**config.mk**
```make
export PLATFORM = sky130hd
export DESIGN_NAME = mips_multicycle_control_flat
export DESIGN_NICKNAME = d
export VERILOG_FILES = /design/src/rtl/mips_multicycle_control_if.sv /design/src/rtl/mips_multicycle_control.sv /design/src/flat_wrapper.sv
export SDC_FILE = /design/constraint.sdc
export NUM_CORES = 1
export LEC_CHECK = 0
export ABC_AREA = 1
export CAP_MARGIN = 20
export CORE_MARGIN = 8
export CORE_UTILIZATION = 33
export CTS_CLUSTER_DIAMETER = 30
export CTS_CLUSTER_SIZE = 12
export DETAILED_ROUTE_END_ITERATION = 12
export PLACE_DENSITY = 0.78
export SLEW_MARGIN = 20
export SYNTH_ARGS = -nofsm -noshare
export SYNTH_HDL_FRONTEND = slang
export SYNTH_SLANG_ARGS = --single-unit
```
**constraint.sdc**
```tcl
create_clock -name clock -period 1.2 [get_ports clock]
set_input_delay 0.18 -clock clock [delete_from_list [all_inputs] [get_ports clock]]
set_output_delay 0.18 -clock clock [all_outputs]
set_load 0.02 [all_outputs]
```
**src/rtl/mips_multicycle_control_if.sv**
```systemverilog
// Control bundle between the MIPS multicycle sequencer (master) and the datapath (slave).
interface mips_multicycle_control_if;
  localparam int unsigned OP_W = 6;
  localparam int unsigned ST_W = 4;

  logic [OP_W-1:0] opcode;
  logic            mem_ready;
  logic            pc_write;
  logic            pc_write_cond;
  logic            i_or_d;
  logic            mem_read;
  logic            mem_write;
  logic            ir_write;
  logic            mem_to_reg;
  logic            reg_dst;
  logic            reg_write;
  logic            alu_src_a;
  logic [1:0]      alu_src_b;
  logic [1:0]      ula_operation;
  logic [1:0]      pc_source;
  logic            instr_done;
  logic            illegal_op;
  logic [ST_W-1:0] state;

  modport master (
    input  opcode, mem_ready,
    output pc_write, pc_write_cond, i_or_d, mem_read, mem_write, ir_write,
           mem_to_reg, reg_dst, reg_write, alu_src_a, alu_src_b, ula_operation,
           pc_source, instr_done, illegal_op, state
  );

  modport slave (
    output opcode, mem_ready,
    input  pc_write, pc_write_cond, i_or_d, mem_read, mem_write, ir_write,
           mem_to_reg, reg_dst, reg_write, alu_src_a, alu_src_b, ula_operation,
           pc_source, instr_done, illegal_op, state
  );
endinterface

```
**src/rtl/mips_multicycle_control.sv**
```systemverilog
// Moore sequencer for the multicycle MIPS datapath: fetch/decode/execute/mem/write-back.
// Optional MIPS_JUMP_EN compiles in the JUMP state for opcode 000010.
module mips_multicycle_control (
  input logic                        clock,
  input logic                        reset,
  mips_multicycle_control_if.master  bus
);
  localparam int unsigned ST_W = 4;
  localparam int unsigned OP_W = 6;

  localparam logic [OP_W-1:0] OP_RTYPE = 6'b000000;
  localparam logic [OP_W-1:0] OP_LW    = 6'b100011;
  localparam logic [OP_W-1:0] OP_SW    = 6'b101011;
  localparam logic [OP_W-1:0] OP_BEQ   = 6'b000100;
  localparam logic [OP_W-1:0] OP_ADDI  = 6'b001000;
`ifdef MIPS_JUMP_EN
  localparam logic [OP_W-1:0] OP_J     = 6'b000010;
`endif

  typedef enum logic [ST_W-1:0] {
    FETCH  = 4'd0,
    DECODE = 4'd1,
    MEMADR = 4'd2,
    MEMRD  = 4'd3,
    MEMWB  = 4'd4,
    MEMWR  = 4'd5,
    EXEC   = 4'd6,
    ALUWB  = 4'd7,
    BRANCH = 4'd8,
`ifdef MIPS_JUMP_EN
    JUMP   = 4'd9,
`endif
    ADDIEX = 4'd10,
    ADDIWB = 4'd11
  } state_t;

  state_t state_q, state_d;
  logic   illegal_q;
  logic   illegal_set;

  logic       pc_write_c, pc_write_cond_c, i_or_d_c, mem_read_c, mem_write_c;
  logic       ir_write_c, mem_to_reg_c, reg_dst_c, reg_write_c, alu_src_a_c;
  logic       instr_done_c;
  logic [1:0] alu_src_b_c, ula_operation_c, pc_source_c;

  // State register; reset aborts any instruction in flight.
  always_ff @(posedge clock or negedge reset) begin
    if (!reset) state_q <= FETCH;
    else        state_q <= state_d;
  end

  // Sticky unsupported-opcode flag, cleared only by reset.
  always_ff @(posedge clock or negedge reset) begin
    if (!reset)          illegal_q <= 1'b0;
    else if (illegal_set) illegal_q <= 1'b1;
  end

  // Next state and per-state control decode.
  always_comb begin
    state_d         = FETCH;
    illegal_set     = 1'b0;
    pc_write_c      = 1'b0;
    pc_write_cond_c = 1'b0;
    i_or_d_c        = 1'b0;
    mem_read_c      = 1'b0;
    mem_write_c     = 1'b0;
    ir_write_c      = 1'b0;
    mem_to_reg_c    = 1'b0;
    reg_dst_c       = 1'b0;
    reg_write_c     = 1'b0;
    alu_src_a_c     = 1'b0;
    instr_done_c    = 1'b0;
    alu_src_b_c     = 2'b00;
    ula_operation_c = 2'b00;
    pc_source_c     = 2'b00;

    case (state_q)
      FETCH: begin
        mem_read_c  = 1'b1;
        alu_src_b_c = 2'b01;
        ir_write_c  = bus.mem_ready;
        pc_write_c  = bus.mem_ready;
        state_d     = bus.mem_ready ? DECODE : FETCH;
      end
      DECODE: begin
        alu_src_b_c = 2'b11;
        case (bus.opcode)
          OP_RTYPE:     state_d = EXEC;
          OP_LW, OP_SW: state_d = MEMADR;
          OP_BEQ:       state_d = BRANCH;
          OP_ADDI:      state_d = ADDIEX;
`ifdef MIPS_JUMP_EN
          OP_J:         state_d = JUMP;
`endif
          default: begin
            illegal_set  = 1'b1;
            instr_done_c = 1'b1;
            state_d      = FETCH;
          end
        endcase
      end
      MEMADR: begin
        alu_src_a_c = 1'b1;
        alu_src_b_c = 2'b10;
        state_d     = (bus.opcode == OP_LW) ? MEMRD : MEMWR;
      end
      MEMRD: begin
        mem_read_c = 1'b1;
        i_or_d_c   = 1'b1;
        state_d    = bus.mem_ready ? MEMWB : MEMRD;
      end
      MEMWB: begin
        reg_write_c  = 1'b1;
        mem_to_reg_c = 1'b1;
        instr_done_c = 1'b1;
        state_d      = FETCH;
      end
      MEMWR: begin
        mem_write_c  = 1'b1;
        i_or_d_c     = 1'b1;
        instr_done_c = bus.mem_ready;
        state_d      = bus.mem_ready ? FETCH : MEMWR;
      end
      EXEC: begin
        alu_src_a_c     = 1'b1;
        ula_operation_c = 2'b10;
        state_d         = ALUWB;
      end
      ALUWB: begin
        reg_write_c  = 1'b1;
        reg_dst_c    = 1'b1;
        instr_done_c = 1'b1;
        state_d      = FETCH;
      end
      ADDIEX: begin
        alu_src_a_c = 1'b1;
        alu_src_b_c = 2'b10;
        state_d     = ADDIWB;
      end
      ADDIWB: begin
        reg_write_c  = 1'b1;
        instr_done_c = 1'b1;
        state_d      = FETCH;
      end
      BRANCH: begin
        alu_src_a_c     = 1'b1;
        ula_operation_c = 2'b01;
        pc_write_cond_c = 1'b1;
        pc_source_c     = 2'b01;
        instr_done_c    = 1'b1;
        state_d         = FETCH;
      end
`ifdef MIPS_JUMP_EN
      JUMP: begin
        pc_write_c   = 1'b1;
        pc_source_c  = 2'b10;
        instr_done_c = 1'b1;
        state_d      = FETCH;
      end
`endif
      default: state_d = FETCH;
    endcase
  end

  // While reset is low the state register already reads FETCH; the gate
  // keeps FETCH's strobes from leaking out before release.
  assign bus.pc_write      = reset & pc_write_c;
  assign bus.pc_write_cond = reset & pc_write_cond_c;
  assign bus.i_or_d        = reset & i_or_d_c;
  assign bus.mem_read      = reset & mem_read_c;
  assign bus.mem_write     = reset & mem_write_c;
  assign bus.ir_write      = reset & ir_write_c;
  assign bus.mem_to_reg    = reset & mem_to_reg_c;
  assign bus.reg_dst       = reset & reg_dst_c;
  assign bus.reg_write     = reset & reg_write_c;
  assign bus.alu_src_a     = reset & alu_src_a_c;
  assign bus.instr_done    = reset & instr_done_c;
  assign bus.alu_src_b     = {2{reset}} & alu_src_b_c;
  assign bus.ula_operation = {2{reset}} & ula_operation_c;
  assign bus.pc_source     = {2{reset}} & pc_source_c;
  assign bus.illegal_op    = illegal_q;
  assign bus.state         = state_q;
endmodule

```
**src/flat_wrapper.sv**
```systemverilog
// flat-port wrapper written by rule: the top's interface ports become plain ports
module mips_multicycle_control_flat 
  (clock, reset, bus_opcode, bus_mem_ready, bus_pc_write, bus_pc_write_cond, bus_i_or_d, bus_mem_read, bus_mem_write, bus_ir_write, bus_mem_to_reg, bus_reg_dst, bus_reg_write, bus_alu_src_a, bus_alu_src_b, bus_ula_operation, bus_pc_source, bus_instr_done, bus_illegal_op, bus_state);
  mips_multicycle_control_if bus_i ();
  input logic clock;
  input logic reset;
  input wire logic [$bits(bus_i.opcode)-1:0] bus_opcode;
  input wire logic [$bits(bus_i.mem_ready)-1:0] bus_mem_ready;
  output wire logic [$bits(bus_i.pc_write)-1:0] bus_pc_write;
  output wire logic [$bits(bus_i.pc_write_cond)-1:0] bus_pc_write_cond;
  output wire logic [$bits(bus_i.i_or_d)-1:0] bus_i_or_d;
  output wire logic [$bits(bus_i.mem_read)-1:0] bus_mem_read;
  output wire logic [$bits(bus_i.mem_write)-1:0] bus_mem_write;
  output wire logic [$bits(bus_i.ir_write)-1:0] bus_ir_write;
  output wire logic [$bits(bus_i.mem_to_reg)-1:0] bus_mem_to_reg;
  output wire logic [$bits(bus_i.reg_dst)-1:0] bus_reg_dst;
  output wire logic [$bits(bus_i.reg_write)-1:0] bus_reg_write;
  output wire logic [$bits(bus_i.alu_src_a)-1:0] bus_alu_src_a;
  output wire logic [$bits(bus_i.alu_src_b)-1:0] bus_alu_src_b;
  output wire logic [$bits(bus_i.ula_operation)-1:0] bus_ula_operation;
  output wire logic [$bits(bus_i.pc_source)-1:0] bus_pc_source;
  output wire logic [$bits(bus_i.instr_done)-1:0] bus_instr_done;
  output wire logic [$bits(bus_i.illegal_op)-1:0] bus_illegal_op;
  output wire logic [$bits(bus_i.state)-1:0] bus_state;
  assign bus_i.opcode = bus_opcode;
  assign bus_i.mem_ready = bus_mem_ready;
  assign bus_pc_write = bus_i.pc_write;
  assign bus_pc_write_cond = bus_i.pc_write_cond;
  assign bus_i_or_d = bus_i.i_or_d;
  assign bus_mem_read = bus_i.mem_read;
  assign bus_mem_write = bus_i.mem_write;
  assign bus_ir_write = bus_i.ir_write;
  assign bus_mem_to_reg = bus_i.mem_to_reg;
  assign bus_reg_dst = bus_i.reg_dst;
  assign bus_reg_write = bus_i.reg_write;
  assign bus_alu_src_a = bus_i.alu_src_a;
  assign bus_alu_src_b = bus_i.alu_src_b;
  assign bus_ula_operation = bus_i.ula_operation;
  assign bus_pc_source = bus_i.pc_source;
  assign bus_instr_done = bus_i.instr_done;
  assign bus_illegal_op = bus_i.illegal_op;
  assign bus_state = bus_i.state;
  mips_multicycle_control u_core (.clock(clock), .reset(reset), .bus(bus_i));
endmodule
```
==> qor.txt <==
R2r setup slk - -0.14 ns
Worst skew pair latency - 0.26 ns
Hold crit path type - in -> async
Worst r2r path cells - 7
CTS tree - yes
I/O pin cnt - 31
Final HPWL DP - 1790 um
Sequential element share of the synthesized area - 23.2%
Htree depth - 1
Residual DRC - 0
CP endpoint - bus_alu_src_a
Remaining antenna violation count - 0
Post-synth top cells - nor2_1 (23), nand2_1 (20), inv_1 (11)
Top-count cell post-synth - nor2_1
Cells taking the most area after synthesis - dfrtp_1 (23%), nor2_1 (16%), nand2_1 (14%)
Crit-path cells - inv_2 -> nor2_4 -> nand2_2 -> nand2_2 -> nor2_2 -> a21oi_2 -> buf_6
CTS clock-pin slew for the worst setup and hold paths - 0.05 ns
Hold_ws - 0.209 ns
Cells after Synth - 94
Distinct cell type count after synthesis - 21
Pre-antenna DRT Iters - 6
Mean Syn Cell Area - 5.74 um2
YS warnings - 0
Pwr Total - 874 uW
Yosys top cell by area - dfrtp_1
Clk root buf - clkbuf_4
Crit-path max FO - 5
Antenna cells - 0
Unrepaired setup endpoints after global routing - yes
DP Area - 0.00106 mm2
Critical Path AT - 1.55 ns
Mapped Area - 539 um2
GRT Resource Usage Total - 15.2%
Post-synthesis async set-or-reset flop share - 100%
Number of DRC markers in iteration 0 - 13
Fmax - 579 MHz
EDFF count, synth - 0
Leak Pwr - 0.000642 uW
Peak supply drop - 0.523 mV
Setup-failing EPs final - 22
Clock skew - 0.00176 ns
Worst Setup SP - u_core.bus.state[3]$_DFF_PN0_
P&R area growth vs syn - 157%
Yosys top cell area share - 23.2%
Cell Rows - 14
Fin area - 0.00139 mm2
Final std cells w/o fill - 170
GPL Wtd Cong - 0.880
Yosys reg bits - 5
Max_cap viols - 0
Routed wire length per instance - 19.4 um
Vias per cell - 5.45
Largest net degree at the start of global routing - 10
CP required - 1.02 ns
CTS buffer count - 3
Via Count - 927
Gr ovfl total - 0
Run status - finished with violations
Slowest cell delay on critical path - 0.46 ns
Die Width - 56.4 um
Final setup margin - -0.526 ns
R2r startpoint - u_core.bus.state[3]$_DFF_PN0_
Final count of pins violating max slew - 0
Ys flop type - dfrtp_1
Final net count - 164
PD cells - 630 mW/mm2
Proportion of layout cells with a drive suffix above 1 - 69.5%
Post-Route WL - 3300 um
Die ar. - 0.00318 mm2
Startpoint type of the worst setup path - flip-flop
Post-Syn Nets - 103
Crit path max-delay cell type - dfrtp_2
CP Class - reg -> out
Placed cells - 155
Number of global-route vias before repair - 874
Number of port buffers - 29
Failing checks - negative setup slack
Crit end category - output port
Starting Density - 35.4%
Core Box Area - 0.00152 mm2
CP dominant cell by count - nand2_2
Number of fill cells - 65
Worst r2r dst - u_core.bus.state[2]$_DFF_PN0_
Minimum clock period - 1.73 ns
Initial antenna violation count - 0
Place WS - -0.737 ns
Height of the die - 56.4 um
Clk sinks - 5
Hold Vio Cnt, Final - 0
Bufs on Longest Clock Path - 2
Hold_buf cts - 0
Period Utilization, post-route - 144%
First-pass GRT wire length - 4030 um
==> power by group <==
group / internal (uW) / switching, uW / leakage [uW]
clock: 127 / 96.2 / 0.0000150
sequential: 179 / 18.4 / 0.0000568
combinational: 207 / 246 / 0.000571
total: 513 / 360 / 0.000642
==> registers in the layout, indices dropped and copies added, names as in the netlist <==
name	count
u_core.bus.illegal_op	1
u_core.bus.state	4
==> area by class of cell <==
class,count,area [um2],area share (%)
Multi-Input combinational cell,72,583,42.1
Timing Repair Buffer,60,578,41.7
Sequential cell,5,130,9.39
Inverter,13,48.8,3.52
Clock buffer,4,26.3,1.90
Tap cell,16,20.0,1.44
==> worst min-delay path by stage <==
stage,startpoint,endpoint
6_report,reset,u_core.bus.state[1]$_DFF_PN0_
5_1_grt,reset,u_core.bus.state[3]$_DFF_PN0_
4_1_cts,reset,u_core.bus.state[1]$_DFF_PN0_
3_5_place_dp,reset,u_core.bus.state[1]$_DFF_PN0_
3_3_place_gp,u_core.bus.illegal_op$_DFFE_PN0P_,u_core.bus.illegal_op$_DFFE_PN0P_
2_1_floorplan,reset,u_core.bus.illegal_op$_DFFE_PN0P_
==> critical path, delay by kind of cell (launching register included) <==
| family | cells | cell delay, ns |
|---|---|---|
| AND/OR/NAND/NOR | 4 | 0.41 |
| AO/OA/AOI/OAI | 1 | 0.19 |
| buffers and inverters | 2 | 0.22 |
| flip-flops | 1 | 0.46 |
==> stage by stage <==
step                TNS, ns  util [%]
finish                -7.43      91.0
CTS                   -6.28      75.5
global route          -8.48      91.0
floorplan            -0.906         -
detailed placement   -12.39      69.7
global placement     -11.64      69.7
==> cells in the final DEF (no fill, tap or decap), drive strengths merged <==
master / count
conb: 1
inv: 13
o21ai: 4
and2: 1
xnor2: 1
nor2: 26
clkdlybuf4s50: 8
clkdlybuf4s15: 3
dlygate4sd2: 1
nor3: 2
nand3: 6
nand2: 20
dfrtp: 5
nand4: 1
nor4: 1
nand3b: 2
a21oi: 6
clkbuf: 4
a31oi: 1
buf: 48
==> kinds of logic after synthesis <==
family / share of synthesized area (%)
buffers and inverters: 13.9
AOI/OAI and AO/OA: 11.1
xor gates and xnor gates: 1.62
DFF: 23.2
other: 0.695
and+or+nand+nor: 49.4
==> per-layer routing <==
layer / GRT usage [%] / part of all wire [%] / routed length [um]
met5: 0 / 0 / 0
met4: 5.15 / 5.2 / 172
met3: 3.60 / 4.6 / 151
met2: 30.4 / 54 / 1780
met1: 14.4 / 36 / 1190
==> repair_timing <==
action / 4_1_cts / 5_1_grt
setup endpoints to repair: 24 / 23
setup buffers: 4 / 9
pin swaps: 12 / 10
gates resized for setup: 118 / 49
Note: power is estimated with default switching activity, not from simulation.
